### config.mk
export PLATFORM = sky130hd
export DESIGN_NAME = controller_nios2e_oci_trace_packer
export DESIGN_NICKNAME = d
export VERILOG_FILES = /design/src/rtl/controller_nios2e_oci_trace_packer.sv
export SDC_FILE = /design/constraint.sdc
export NUM_CORES = 1
export LEC_CHECK = 0
export BUFFER_PORTS_ARGS = -buffer_cell sky130_fd_sc_hd__buf_2
export CORE_MARGIN = 2
export CORE_UTILIZATION = 59
export DETAILED_ROUTE_END_ITERATION = 10
export GPL_ROUTABILITY_DRIVEN = 0
export GPL_TIMING_DRIVEN = 0
export PLACE_DENSITY = 0.76
export SETUP_SLACK_MARGIN = 0.5
export SYNTH_ARGS = -nofsm -noshare
export SYNTH_HDL_FRONTEND = slang
export SYNTH_SLANG_ARGS = --single-unit
export TNS_END_PERCENT = 100
### constraint.sdc
create_clock -name clk -period 2.85 [get_ports clk]
set_input_delay 0.285 -clock clk [delete_from_list [all_inputs] [get_ports clk]]
set_output_delay 0.285 -clock clk [all_outputs]
set_load 0.01 [all_outputs]
### src/rtl/controller_nios2e_oci_trace_packer.sv
// OCI trace packer: shifts trace frames into packed words, queues them in a
// small FIFO and drains them on a valid/ready port, with end-of-test flush.
module controller_nios2e_oci_trace_packer #(
    parameter int FRAME_W    = 2,
    parameter int FRAMES     = 15,
    parameter int FIFO_DEPTH = 4,
    parameter int CNT_W      = 4
) (
    input  logic                          clk,
    input  logic                          reset_n,
    input  logic                          in_valid,
    input  logic [FRAME_W-1:0]            in_frame,
    output logic                          in_ready,
    input  logic                          test_ending,
    output logic                          out_valid,
    input  logic                          out_ready,
    output logic [FRAMES*FRAME_W-1:0]     out_buffer,
    output logic [CNT_W-1:0]              out_count,
    output logic [$clog2(FIFO_DEPTH):0]   fifo_level,
    output logic [15:0]                   stall_cycles,
    output logic                          test_has_ended
);

    localparam int BUF_W = FRAMES * FRAME_W;
    localparam int PW    = $clog2(FIFO_DEPTH);
    localparam int LVL_W = PW + 1;

    typedef enum logic [1:0] {
        ST_RUN,
        ST_FLUSH,
        ST_DONE
    } state_t;

    state_t state;
    state_t state_nxt;

    logic [BUF_W-1:0] buffer;
    logic [CNT_W-1:0] count;

    logic [BUF_W-1:0] mem_buf [FIFO_DEPTH];
    logic [CNT_W-1:0] mem_cnt [FIFO_DEPTH];
    logic [PW-1:0]    wptr;
    logic [PW-1:0]    rptr;
    logic [LVL_W-1:0] level;

    logic fifo_full;
    logic fifo_empty;
    logic count_full;
    logic accept;
    logic push;
    logic pop;

    assign fifo_full  = (level == LVL_W'(FIFO_DEPTH));
    assign fifo_empty = (level == '0);
    assign count_full = (count == CNT_W'(FRAMES));

    assign in_ready = (state == ST_RUN) && reset_n
                    && (!count_full || !fifo_full);
    assign accept   = in_valid && in_ready;

    assign push = !fifo_full
                && (((state == ST_RUN) && count_full)
                 || ((state == ST_FLUSH) && (count != '0)));

    assign out_valid = !fifo_empty;
    assign pop       = out_valid && out_ready;

    assign out_buffer     = out_valid ? mem_buf[rptr] : '0;
    assign out_count      = out_valid ? mem_cnt[rptr] : '0;
    assign fifo_level     = level;
    assign test_has_ended = (state == ST_DONE);

    always_comb begin
        state_nxt = state;
        unique case (state)
            ST_RUN:   if (test_ending) state_nxt = ST_FLUSH;
            ST_FLUSH: if (count == '0 && fifo_empty) state_nxt = ST_DONE;
            ST_DONE:  state_nxt = ST_DONE;
            default:  state_nxt = ST_RUN;
        endcase
    end

    always_ff @(posedge clk) begin
        if (!reset_n) state <= ST_RUN;
        else          state <= state_nxt;
    end

    // Pushed word takes the pre-edge buffer; vacated slots restart from zero.
    always_ff @(posedge clk) begin
        if (!reset_n) begin
            buffer <= '0;
            count  <= '0;
        end else if (accept) begin
            if (push) begin
                buffer <= {{(BUF_W-FRAME_W){1'b0}}, in_frame};
                count  <= CNT_W'(1);
            end else begin
                buffer <= {buffer[BUF_W-FRAME_W-1:0], in_frame};
                count  <= count + CNT_W'(1);
            end
        end else if (push) begin
            buffer <= '0;
            count  <= '0;
        end
    end

    always_ff @(posedge clk) begin
        if (!reset_n) begin
            wptr  <= '0;
            rptr  <= '0;
            level <= '0;
        end else begin
            if (push) wptr <= wptr + PW'(1);
            if (pop)  rptr <= rptr + PW'(1);
            if (push && !pop)      level <= level + LVL_W'(1);
            else if (!push && pop) level <= level - LVL_W'(1);
        end
    end

    always_ff @(posedge clk) begin
        if (push) begin
            mem_buf[wptr] <= buffer;
            mem_cnt[wptr] <= count;
        end
    end

    always_ff @(posedge clk) begin
        if (!reset_n) begin
            stall_cycles <= '0;
        end else if ((state == ST_RUN) && in_valid && !in_ready
                     && (stall_cycles != 16'hFFFF)) begin
            stall_cycles <= stall_cycles + 16'd1;
        end
    end

endmodule

==> results.tsv, run 1 <==
stage	metric	value	unit
status	status	completed	
job	max cap viols	0	
logic_synthesis	library cells used by synthesis	42	
routing	DRC errors left	0	
cts	Clock transition at path regs	0.06	ns
routing	DR vias/cell	5.98	
routing	drt wl/cell	18.8	um
sta	Fin. Hold Viols	0	
worst_setup_path	r2r setup slk	0.48	ns
cts	worst-skew pair later-pin latency	0.43	ns
worst_setup_path	CP Class	reg2reg	
finish	leading cell type in the layout, fill and taps excluded	edfxtp_1	
floorplanning	Initial Util	0.600	
sta	unrepaired setup endpoints after global routing	true	
cts	clk buf depth	2	
worst_setup_path	CP startpoint kind	flip-flop	
sta	worst-margin pin slew	0.551	ns
placement	placed wire-length estimate	9280	um
logic_synthesis	Syn Area/Cell	14.3	um^2
logic_synthesis	synthesized instance count	555	
worst_setup_path	R2R cell count	11	
logic_synthesis	asr flop ratio synth	0	
finish	Layout area overhead	16.0	%
logic_synthesis	Seq/Total Area, Yosys	0.670	
finish	highest-count cells in the layout ignoring fill and taps	136 x edfxtp_1, 72 x nand2_1, 64 x buf_2	
global_route	vias in the first global route	4701	
routing	Routed Antenna Nets	0	
sta	# setup viols final	0	
global_route	Total GRT Usage	0.226	
worst_hold_path	Hold Path Depth	3	
worst_hold_path	Hold WC Path Type	in2reg	
sta	fin crit period	2.37	ns
global_route	largest net degree at the start of global routing	35	
finish	sequential standard cell area	0.00531	mm^2
finish	Multi-input gate area	0.00249	mm^2
cts	H-tree depth	4	
cts	CTS tree	built	
sta	Max Slew Vio Count	0	
sta	hold slack	0.136	ns
finish	ANT cells	0	
worst_setup_path	Critical R2R Launch	state[1]	
sta	Final period util	0.830	
worst_setup_path	R2R Path End	fifo_level[2]	
power	Pleak	3.03	nW
finish	Layout fillers	897	
worst_setup_path	Critical Path Start	state[1]	
routing	Vias	4955	
routing	drt total wl	15600	um
logic_synthesis	number of synthesized flops with an enable pin	136	
floorplanning	Die Area	0.0144	mm^2
global_route	GRT Residual Overflow	0	
worst_hold_path	hold_sp	in_frame[0]	
finish	layout cell share with drive strength beyond 1	0.247	
global_route	initial antenna violation count	0	
cts	CTS root buffer	clkbuf_16	
sta	highest clock rate	423	MHz
finish	Layout Utilization	0.696	
floorplanning	Die Y	120	um
cts	cts hold-fix bufs	0	
placement	setup slack at placement	0.202	ns
global_route	global-route wire length before repair	24500	um
worst_setup_path	CP arrival	2.72	ns
sta	Final Skew	0.00736	ns
floorplanning	# IOs	63	
power	Max VDD drop	0.000444	V
logic_synthesis	Synth Register Bits	197	
routing	DR pass1 iterations	5	
worst_setup_path	CP endpoint kind	flip-flop	
sta	Rel. slew slack	0.633	
logic_synthesis	Primary FF master, synth	edfxtp_1	
floorplanning	row count	42	
floorplanning	die span in x	120	um
sta	setup total negative slack	0	ns
placement	Port-buffer cells	61	
worst_setup_path	Worst Path Required	3.20	ns
sta	PnR worst setup slack	0.484	ns
power	Power Dens Cells	779	mW/mm^2
floorplanning	core area	0.0132	mm^2
worst_hold_path	Hold Path Sink	buffer[0]	
cts	clock sink count	197	
worst_setup_path	Critical Path Fanout Max	4	
cts	Num CTS Buffers	17	
logic_synthesis	syn nets	575	
finish	Final nets	660	
logic_synthesis	Post-Synthesis Cell Area	0.00791	mm^2
routing	first-iteration detailed-routing DRC count	551	
logic_synthesis	Synthesis Warnings	0	
-- power breakdown --
group,switching (mW),internal (mW),leakage (nW),total (mW)
sequential,0.0743,3.20,1.63,3.27
combinational,0.862,0.710,1.13,1.57
clock,1.00,1.31,0.268,2.31
total,1.94,5.22,3.03,7.16
-- kinds of logic after synthesis --
| kind of cell | count (synthesis) | synth area share |
|---|---|---|
| buffers and inverters | 44 | 0.0226 |
| adder cells (fa/ha/maj) | 13 | 0.0215 |
| multiplexers | 39 | 0.103 |
| XOR/XNOR | 5 | 0.00553 |
| flip-flops | 197 | 0.670 |
| AND/OR/NAND/NOR | 175 | 0.115 |
| AO/OA/AOI/OAI | 82 | 0.0621 |
-- layout make-up --
cell class	count	area share
buffer	34	0.0229
clock buffer	20	0.0486
timing repair buffer	65	0.0365
tap	176	0.0240
sequential	197	0.579
inverter	10	0.00409
clock inverter	12	0.0140
multi-input combinational	315	0.271
-- per-stage QoR --
step | power (mW) | instance area [um^2] | instances
global placement | 4.73 | 8440 | 792
floorplan | 4.28 | 7920 | 555
global route | 7.46 | 9180 | 829
detailed placement | 4.78 | 8440 | 792
finish | 7.16 | 9180 | 829
CTS | 7.17 | 9140 | 827
-- metal layers --
metal  global-route usage  share of wire  vias up
met2                0.376           0.51      169
met1                0.303           0.41     2489
met5                    0              0        -
met4               0.0779          0.015        0
met3               0.0399          0.056       19
li1                     -              -     2278
-- registers in the layout, summed over array words and instances (netlist names), named ones only --
register	flops
buffer	30
wptr	2
mem_cnt	16
rptr	2
count	4
fifo_level	3
stall_cycles	16
state	2
mem_buf	120
-- worst max-delay path: stages (launching register included) --
cell and delay, ns:
dfxtp_1 0.32, inv_1 0.13, ha_1 0.23, inv_1 0.08
o211a_1 0.22, nor2_1 0.10, ha_2 0.20, inv_1 0.05
fa_2 0.33, xor2_1 0.17, or3_1 0.31, a21oi_1 0.15
-- how the worst max path moves through the flow --
stage / to / cells after the start
floorplan: fifo_level[2] / 11
global placement: fifo_level[2] / 9
detailed placement: fifo_level[2] / 9
CTS: fifo_level[2] / 11
global route: fifo_level[2] / 10
finish: fifo_level[2] / 11
-- synth_stat cells (2+ instances only) --
master	n	area share
o311ai_0	2	0.0022
o31ai_1	8	0.0076
nand4_1	8	0.0063
and2_1	36	0.028
mux4_2	34	0.097
nand2_1	73	0.035
clkbuf_1	28	0.013
o41ai_1	3	0.0033
o21ai_0	11	0.0070
mux2i_1	5	0.0063
edfxtp_1	136	0.52
ha_1	12	0.019
buf_2	5	0.0032
nor2b_1	2	0.0016
o2111ai_1	2	0.0022
a21oi_1	46	0.029
nor2_1	8	0.0038
or4_1	8	0.0076
xor2_1	5	0.0055
or3_1	4	0.0032
inv_1	10	0.0047
nand2b_1	6	0.0047
and4_1	6	0.0066
and3_1	8	0.0063
nand3_1	12	0.0076
dfxtp_1	61	0.15
-- repair_timing --
item / CTS / global route
gates resized for setup: 35 / 18
pin swaps: 2 / 2
setup endpoints to repair: 168 / 203
gates cloned: 0 / 1
setup buffers: 3 / 1
Power figures use the tool's default switching activity.
==> inputs of run 2 (changes only) <==
Clock period 2.85 ns to 2.4 ns, I/O delays scaled along.
==> run 2 against run 1 <==
Net effect: the flow now finishes with violations (design-rule violations); clock-buffer cell count did not move; cell count rose by 5.3%; clock power rose by 14%; cell area rose by 12%; critical endpoint unchanged; largest cell class unchanged; highest routed layer unchanged.
==> results.tsv, run 2 (synthesized netlist as in run 1, its figures left out) <==
stage	metric	value	unit	change
global_route	largest net degree at the start of global routing	18		-49%
floorplanning	core area	0.0132	mm^2	unchanged
power	Sw Ratio	0.280		+0.00971
global_route	GRT Residual Overflow	0		unchanged
cts	clk buf depth	2		unchanged
placement	DP Area	0.00853	mm^2	+0.99%
sta	Final Skew	0.00969	ns	+0.00234 ns
sta	Fin. Hold Viols	0		unchanged
worst_setup_path	Critical Path Start	count[0]		
job	max cap viols	0		unchanged
cts	clock sink count	197		unchanged
power	Max VDD drop	0.000682	V	+54%
sta	unrepaired setup endpoints after global routing	true		
routing	DR pass1 iterations	8		+3
finish	Final nets	705		+6.8%
sta	hold slack	0.128	ns	-0.00755 ns
routing	highest metal used	met4		
worst_setup_path	Worst path max stage delay	0.37	ns	+0.04 ns
routing	DR vias/cell	6.19		+3.6%
finish	leading cell type in the layout, fill and taps excluded	edfxtp_1		
power	Psw	2.72	mW	+40%
global_route	Total GRT Usage	0.269		+0.0429
cts	CTS tree	built		
finish	Layout area overhead	30.2	%	
finish	layout cell share with drive strength beyond 1	0.406		+0.159
placement	Port-buffer cells	61		unchanged
power	Power Dens Cells	941	mW/mm^2	+21%
placement	setup slack at placement	0.000377	ns	-0.201 ns
power	Combinational Power Share	0.324		+0.104
worst_setup_path	CP arrival	2.63	ns	-0.09 ns
routing	first-iteration detailed-routing DRC count	544		-1.3%
worst_setup_path	CP startpoint kind	flip-flop		
routing	met2 WL	10900	um	+36%
sta	# setup viols final	0		unchanged
status	status	finished with violations		
floorplanning	row count	42		unchanged
floorplanning	# IOs	63		unchanged
floorplanning	Initial Util	0.600		unchanged
global_route	vias in the first global route	5150		+9.6%
sta	Rel. slew slack	0.618		-0.0143
power	clock share of power	0.273		-0.050
worst_hold_path	Hold WC Path Type	in2reg		
cts	Num CTS Buffers	17		unchanged
floorplanning	Die Area	0.0144	mm^2	unchanged
worst_setup_path	CP endpoint kind	flip-flop		
status	failing checks	design-rule violations		
routing	Routed Antenna Nets	0		unchanged
worst_setup_path	R2R Path End	fifo_level[2]		
worst_setup_path	worst path bufs/invs	2		-1
worst_setup_path	Worst path slowest cell	dfxtp_4		
power	Pleak	3.49	nW	+15%
routing	drt total wl	20000	um	+28%
sta	Max Slew Vio Count	0		unchanged
routing	drt wl/cell	22.9	um	+22%
floorplanning	Die Y	120	um	unchanged
sta	PnR worst setup slack	0.136	ns	-0.348 ns
sta	highest clock rate	442	MHz	+4.5%
finish	post-route cell area	0.0103	mm^2	+12%
global_route	global-route wire length before repair	28500	um	+16%
cts	Clock transition at path regs	0.07	ns	about the same
sta	setup total negative slack	0	ns	unchanged
worst_setup_path	Critical Path Fanout Max	4		unchanged
sta	Final period util	0.943		+0.113
power	Seq pwr share	0.403		-0.054
worst_setup_path	CP Cell Sequence	inv_2, ha_4, nor2b_4, o211a_1, nor2_2, ha_4, inv_2, fa_2, xor2_1, or3_1, a21oi_2		
worst_setup_path	CP Class	reg2reg		
finish	Largest register FFs	120		unchanged
routing	Vias	5407		+9.1%
global_route	initial antenna violation count	0		unchanged
routing	DRC errors left	1		+1
finish	highest-count cells in the layout ignoring fill and taps	136 x edfxtp_1, 72 x nand2_1, 51 x dfxtp_1		
worst_setup_path	Critical R2R Launch	count[0]		
sta	worst-margin pin slew	0.573	ns	+0.0214 ns
worst_setup_path	r2r setup slk	0.14	ns	-0.35 ns
finish	biggest regs	mem_buf (120), buffer (30)		
worst_setup_path	Top Family by Delay on Critical Path	adder cells		
placement	placed wire-length estimate	9370	um	+0.94%
worst_setup_path	critical path depth	11		unchanged
worst_setup_path	R2R cell count	11		unchanged
routing	DRT met1 WL	7560	um	+17%
finish	ANT cells	0		unchanged
sta	fin crit period	2.26	ns	-0.102 ns
power	Internal Power	6.98	mW	+34%
cts	H-tree depth	4		unchanged
worst_setup_path	worst setup path endpoint	fifo_level[2]		
cts	CTS root buffer	clkbuf_16		
routing	met3 wire length	1230	um	+42%
cts	worst-skew pair later-pin latency	0.44	ns	about the same
worst_setup_path	Worst Path Required	2.77	ns	-0.43 ns
finish	Top reg by flops	mem_buf		
floorplanning	die span in x	120	um	unchanged
## run 2: cell types whose count changed in the layout (fill, tap and decap cells not counted), sizes merged
cell,previous run,this run
and3,9,12
clkbuf,46,48
clkinv,5,6
clkinvlp,4,3
buf,73,113
bufinv,2,1
## run 2: worst min-delay path: stages
cell	delay, ns
buf_2	0.08
nand3_1	0.09
o21ai_0	0.10
## run 2: what timing repair did
action,in CTS,in global routing
resized for setup,121,65
hold buffers,0,0
pin swaps,50,25
cloned,10,3
setup endpoints to repair,223,205
setup buffers,22,15
## run 2: layout make-up
type	instances	area (um^2)
clock inverter	11	88.8
timing repair buffer	107	1050
multi-input combinational	318	2810
fill	704	2890
sequential	197	5330
tap	176	220
inverter	10	40.0
buffer	34	330
clock buffer	20	437
## run 2: how the worst min path moves through the flow
stage / slack (ns) / cells past startpoint / end / startpoint
finish: 0.13 / 3 / buffer[0] / in_frame[0]
global route: 0.13 / 3 / buffer[0] / in_frame[0]
detailed placement: 0.49 / 2 / buffer[29] / buffer[29]
floorplan: 0.38 / 2 / buffer[0] / in_frame[0]
CTS: 0.08 / 3 / buffer[0] / in_frame[0]
global placement: 0.47 / 0 / mem_cnt[3][3] / count[3]
## run 2: stage by stage
step / total power [mW] / std cells / utilization
floorplan: 5.15 / 555 / -
global placement: 5.68 / 792 / 0.647
detailed placement: 5.74 / 792 / 0.647
CTS: 8.93 / 855 / 0.744
global route: 9.99 / 873 / 0.781
finish: 9.70 / 873 / 0.781
## run 2: power groups by stage
stage	clock network (mW)	logic [mW]	registers (mW)
after floorplan	0	1.21	3.94
after global placement	0	1.73	3.95
after detailed placement	0	1.78	3.96
after CTS	2.60	2.43	3.90
after global routing	2.76	3.31	3.93
final	2.64	3.14	3.91
## run 2: metal layers
metal	global-route usage	up-vias
li1	-	2375
met1	0.344	2743
met2	0.465	261
met3	0.0442	28
met4	0.101	0
met5	0	-
==> inputs of run 3 (changes only) <==
Settings changed: CORE_UTILIZATION 59 to 56, CTS_BUF_LIST set to sky130_fd_sc_hd__clkbuf_4, PLACE_DENSITY 0.76 to 0.75.
Clock period 2.4 ns to 2 ns, I/O delays scaled along.
==> run 3 against run 2 <==
Net effect: the run ends with negative setup slack left; sequential share of layout area is 3.2 points lower; combinational power is 24% higher; sequential power is 20% higher; wire length up 14%; clock-buffer cell count shrank 1; critical path depth unchanged; clock power fell by 13%; maximum frequency down 6.8%; critical endpoint unchanged.
==> results.tsv, run 3 (synthesized netlist as in run 1, its figures left out) <==
stage	metric	value	unit	change
status	failing checks	negative setup slack		
routing	Vias	5743		+6.2%
finish	Largest register FFs	120		unchanged
status	status	finished with violations		
sta	fin crit period	2.43	ns	+0.165 ns
worst_setup_path	Critical Path Fanout Max	5		+1
finish	Layout fillers	702		-0.28%
cts	clk buf depth	2		unchanged
floorplanning	Die Area	0.0151	mm^2	+5.2%
finish	Multi-input gate area	0.00298	mm^2	+6.1%
global_route	met3 usage	0.0702		+0.0260
sta	unrepaired setup endpoints after global routing	true		
finish	layout cell share with drive strength beyond 1	0.472		+0.0663
cts	CTS root buffer	clkbuf_4		
sta	Max Slew Vio Count	0		unchanged
global_route	Total GRT Usage	0.290		+0.0210
finish	Final nets	748		+6.1%
cts	CTS tree	built		
placement	placed wire-length estimate	9690	um	+3.4%
finish	Top reg by flops	mem_buf		
finish	sequential standard cell area	0.00534	mm^2	+0.28%
worst_setup_path	Most common cell on crit path	ha_4		
worst_setup_path	Worst Path Required	2.54	ns	-0.23 ns
power	Seq pwr share	0.432		+0.029
worst_hold_path	Hold WC Path Type	in2reg		
power	Combinational Power Share	0.358		+0.034
worst_setup_path	CP Cell Sequence	inv_4, ha_4, nor2b_4, o211a_1, nor2_2, ha_4, inv_2, fa_2, xor2_2, or3_4, a21oi_2		
global_route	met1 Usage GRT	0.358		+0.0142
finish	Layout area overhead	39.3	%	
cts	Num CTS Buffers	17		unchanged
sta	PnR worst setup slack	-0.429	ns	-0.565 ns
sta	setup total negative slack	-13.78	ns	-13.78 ns
finish	highest-count cells in the layout ignoring fill and taps	136 x edfxtp_1, 72 x nand2_1, 48 x buf_6, 48 x buf_2, 45 x dfxtp_1		
placement	Port-buffer cells	61		unchanged
floorplanning	Initial Util	0.572		-0.0276
power	Pleak	3.76	nW	+7.6%
sta	Final Skew	0.0307	ns	+0.0210 ns
power	Internal Power	7.59	mW	+8.8%
global_route	GRT Residual Overflow	0		unchanged
routing	drt wl/cell	24.7	um	+7.8%
routing	DR vias/cell	6.24		+0.68%
worst_setup_path	Worst path slowest cell	dfxtp_4		
power	Sw Ratio	0.304		+0.0237
finish	biggest regs	mem_buf (120), buffer (30)		
worst_setup_path	CP endpoint kind	flip-flop		
global_route	initial antenna violation count	0		unchanged
global_route	global-route wire length before repair	31600	um	+11%
job	max cap viols	0		unchanged
finish	ANT cells	0		unchanged
worst_setup_path	Worst path max stage delay	0.42	ns	+0.05 ns
cts	Clock transition at path regs	0.16	ns	+0.09 ns
power	Max VDD drop	0.000687	V	+0.69%
power	Psw	3.32	mW	+22%
power	clock share of power	0.210		-0.063
floorplanning	core area	0.0138	mm^2	+4.8%
worst_setup_path	worst path bufs/invs	2		unchanged
global_route	gr busiest metal	met2		
placement	setup slack at placement	-0.428	ns	-0.429 ns
floorplanning	# IOs	63		unchanged
cts	worst-skew pair later-pin latency	0.60	ns	+0.16 ns
global_route	largest net degree at the start of global routing	17		-1
floorplanning	die span in x	123	um	+2.6%
routing	DR pass1 iterations	7		-1
routing	Routed Antenna Nets	0		unchanged
sta	highest clock rate	412	MHz	-6.8%
routing	DRC errors left	0		-1
sta	# setup viols final	102		+102
floorplanning	row count	43		+2.4%
sta	Fin. Hold Viols	0		unchanged
floorplanning	Die Y	123	um	+2.6%
routing	drt total wl	22700	um	+14%
cts	clock sink count	197		unchanged
global_route	vias in the first global route	5654		+9.8%
global_route	M2 GR Usage	0.488		+0.0233
cts	H-tree depth	4		unchanged
sta	Final period util	1.21		+0.271
sta	worst-margin pin slew	0.796	ns	+0.224 ns
finish	leading cell type in the layout, fill and taps excluded	edfxtp_1		
power	Power Dens Cells	989	mW/mm^2	+5.1%
worst_setup_path	CP startpoint kind	flip-flop		
worst_setup_path	Top Family by Delay on Critical Path	simple AND/OR/NAND/NOR gates		
worst_setup_path	CP arrival	2.97	ns	+0.34 ns
sta	Rel. slew slack	0.469		-0.149
worst_setup_path	CP Class	reg2reg		
routing	first-iteration detailed-routing DRC count	655		+20%
==> run 3: tightest hold or removal path: stages <==
cell and delay, ns:
clkbuf_1 0.29, nand2b_1 0.16, mux2i_1 0.06
==> run 3: cell type report <==
cell class	instances	share of cell area
timing repair buffer	150	0.154
inverter	10	0.00431
sequential	197	0.484
tap	180	0.0204
clock inverter	13	0.0144
clock buffer	19	0.0129
multi-input combinational	318	0.270
buffer	34	0.0386
==> run 3: per-stage QoR <==
stage	power, mW	cells	util	cell area (um^2)	hold WS [ns]
global placement	6.89	796	0.621	8590	0.475
CTS	10.1	899	0.756	10400	0.122
global route	11.3	921	0.797	11000	0.169
finish	10.9	921	0.797	11000	0.154
detailed placement	6.97	796	0.621	8590	0.481
floorplan	6.25	555	-	8060	0.339
==> run 3: power groups by stage <==
| stage | Sequential [mW] | Clock [mW] | Combinational (mW) |
|---|---|---|---|
| 2_1_floorplan | 4.73 | 0 | 1.52 |
| 6_report | 4.71 | 2.29 | 3.90 |
| 3_3_place_gp | 4.74 | 0 | 2.16 |
| 3_5_place_dp | 4.76 | 0 | 2.21 |
| 4_1_cts | 4.68 | 2.22 | 3.25 |
| 5_1_grt | 4.72 | 2.43 | 4.11 |
==> run 3: worst paths after layout <==
path                            startpoint                to  slack, ns  cells past startpoint
worst max-delay path              count[1]     fifo_level[2]      -0.43                     11
worst min-delay path               reset_n  stall_cycles[13]       0.15                      3
worst max register to register    count[1]     fifo_level[2]      -0.43                     11
worst min register to register   buffer[3]         buffer[5]       0.51                      2
==> run 3: repair_timing <==
action / 4_1_cts / 5_1_grt
gates resized for setup: 154 / 93
cloned: 14 / 6
buffers inserted: 53 / 16
setup endpoints to repair: 230 / 235
hold endpoints to repair: 8 / 0
hold buffers: 4 / 0
pin swaps: 53 / 25
==> run 3: metal layers <==
metal,routed length (um),vias up,part of all wire
li1,-,2456,-
met1,8370,2899,0.37
met2,12000,326,0.53
met3,1620,62,0.071
met4,771,0,0.034
met5,0,-,0
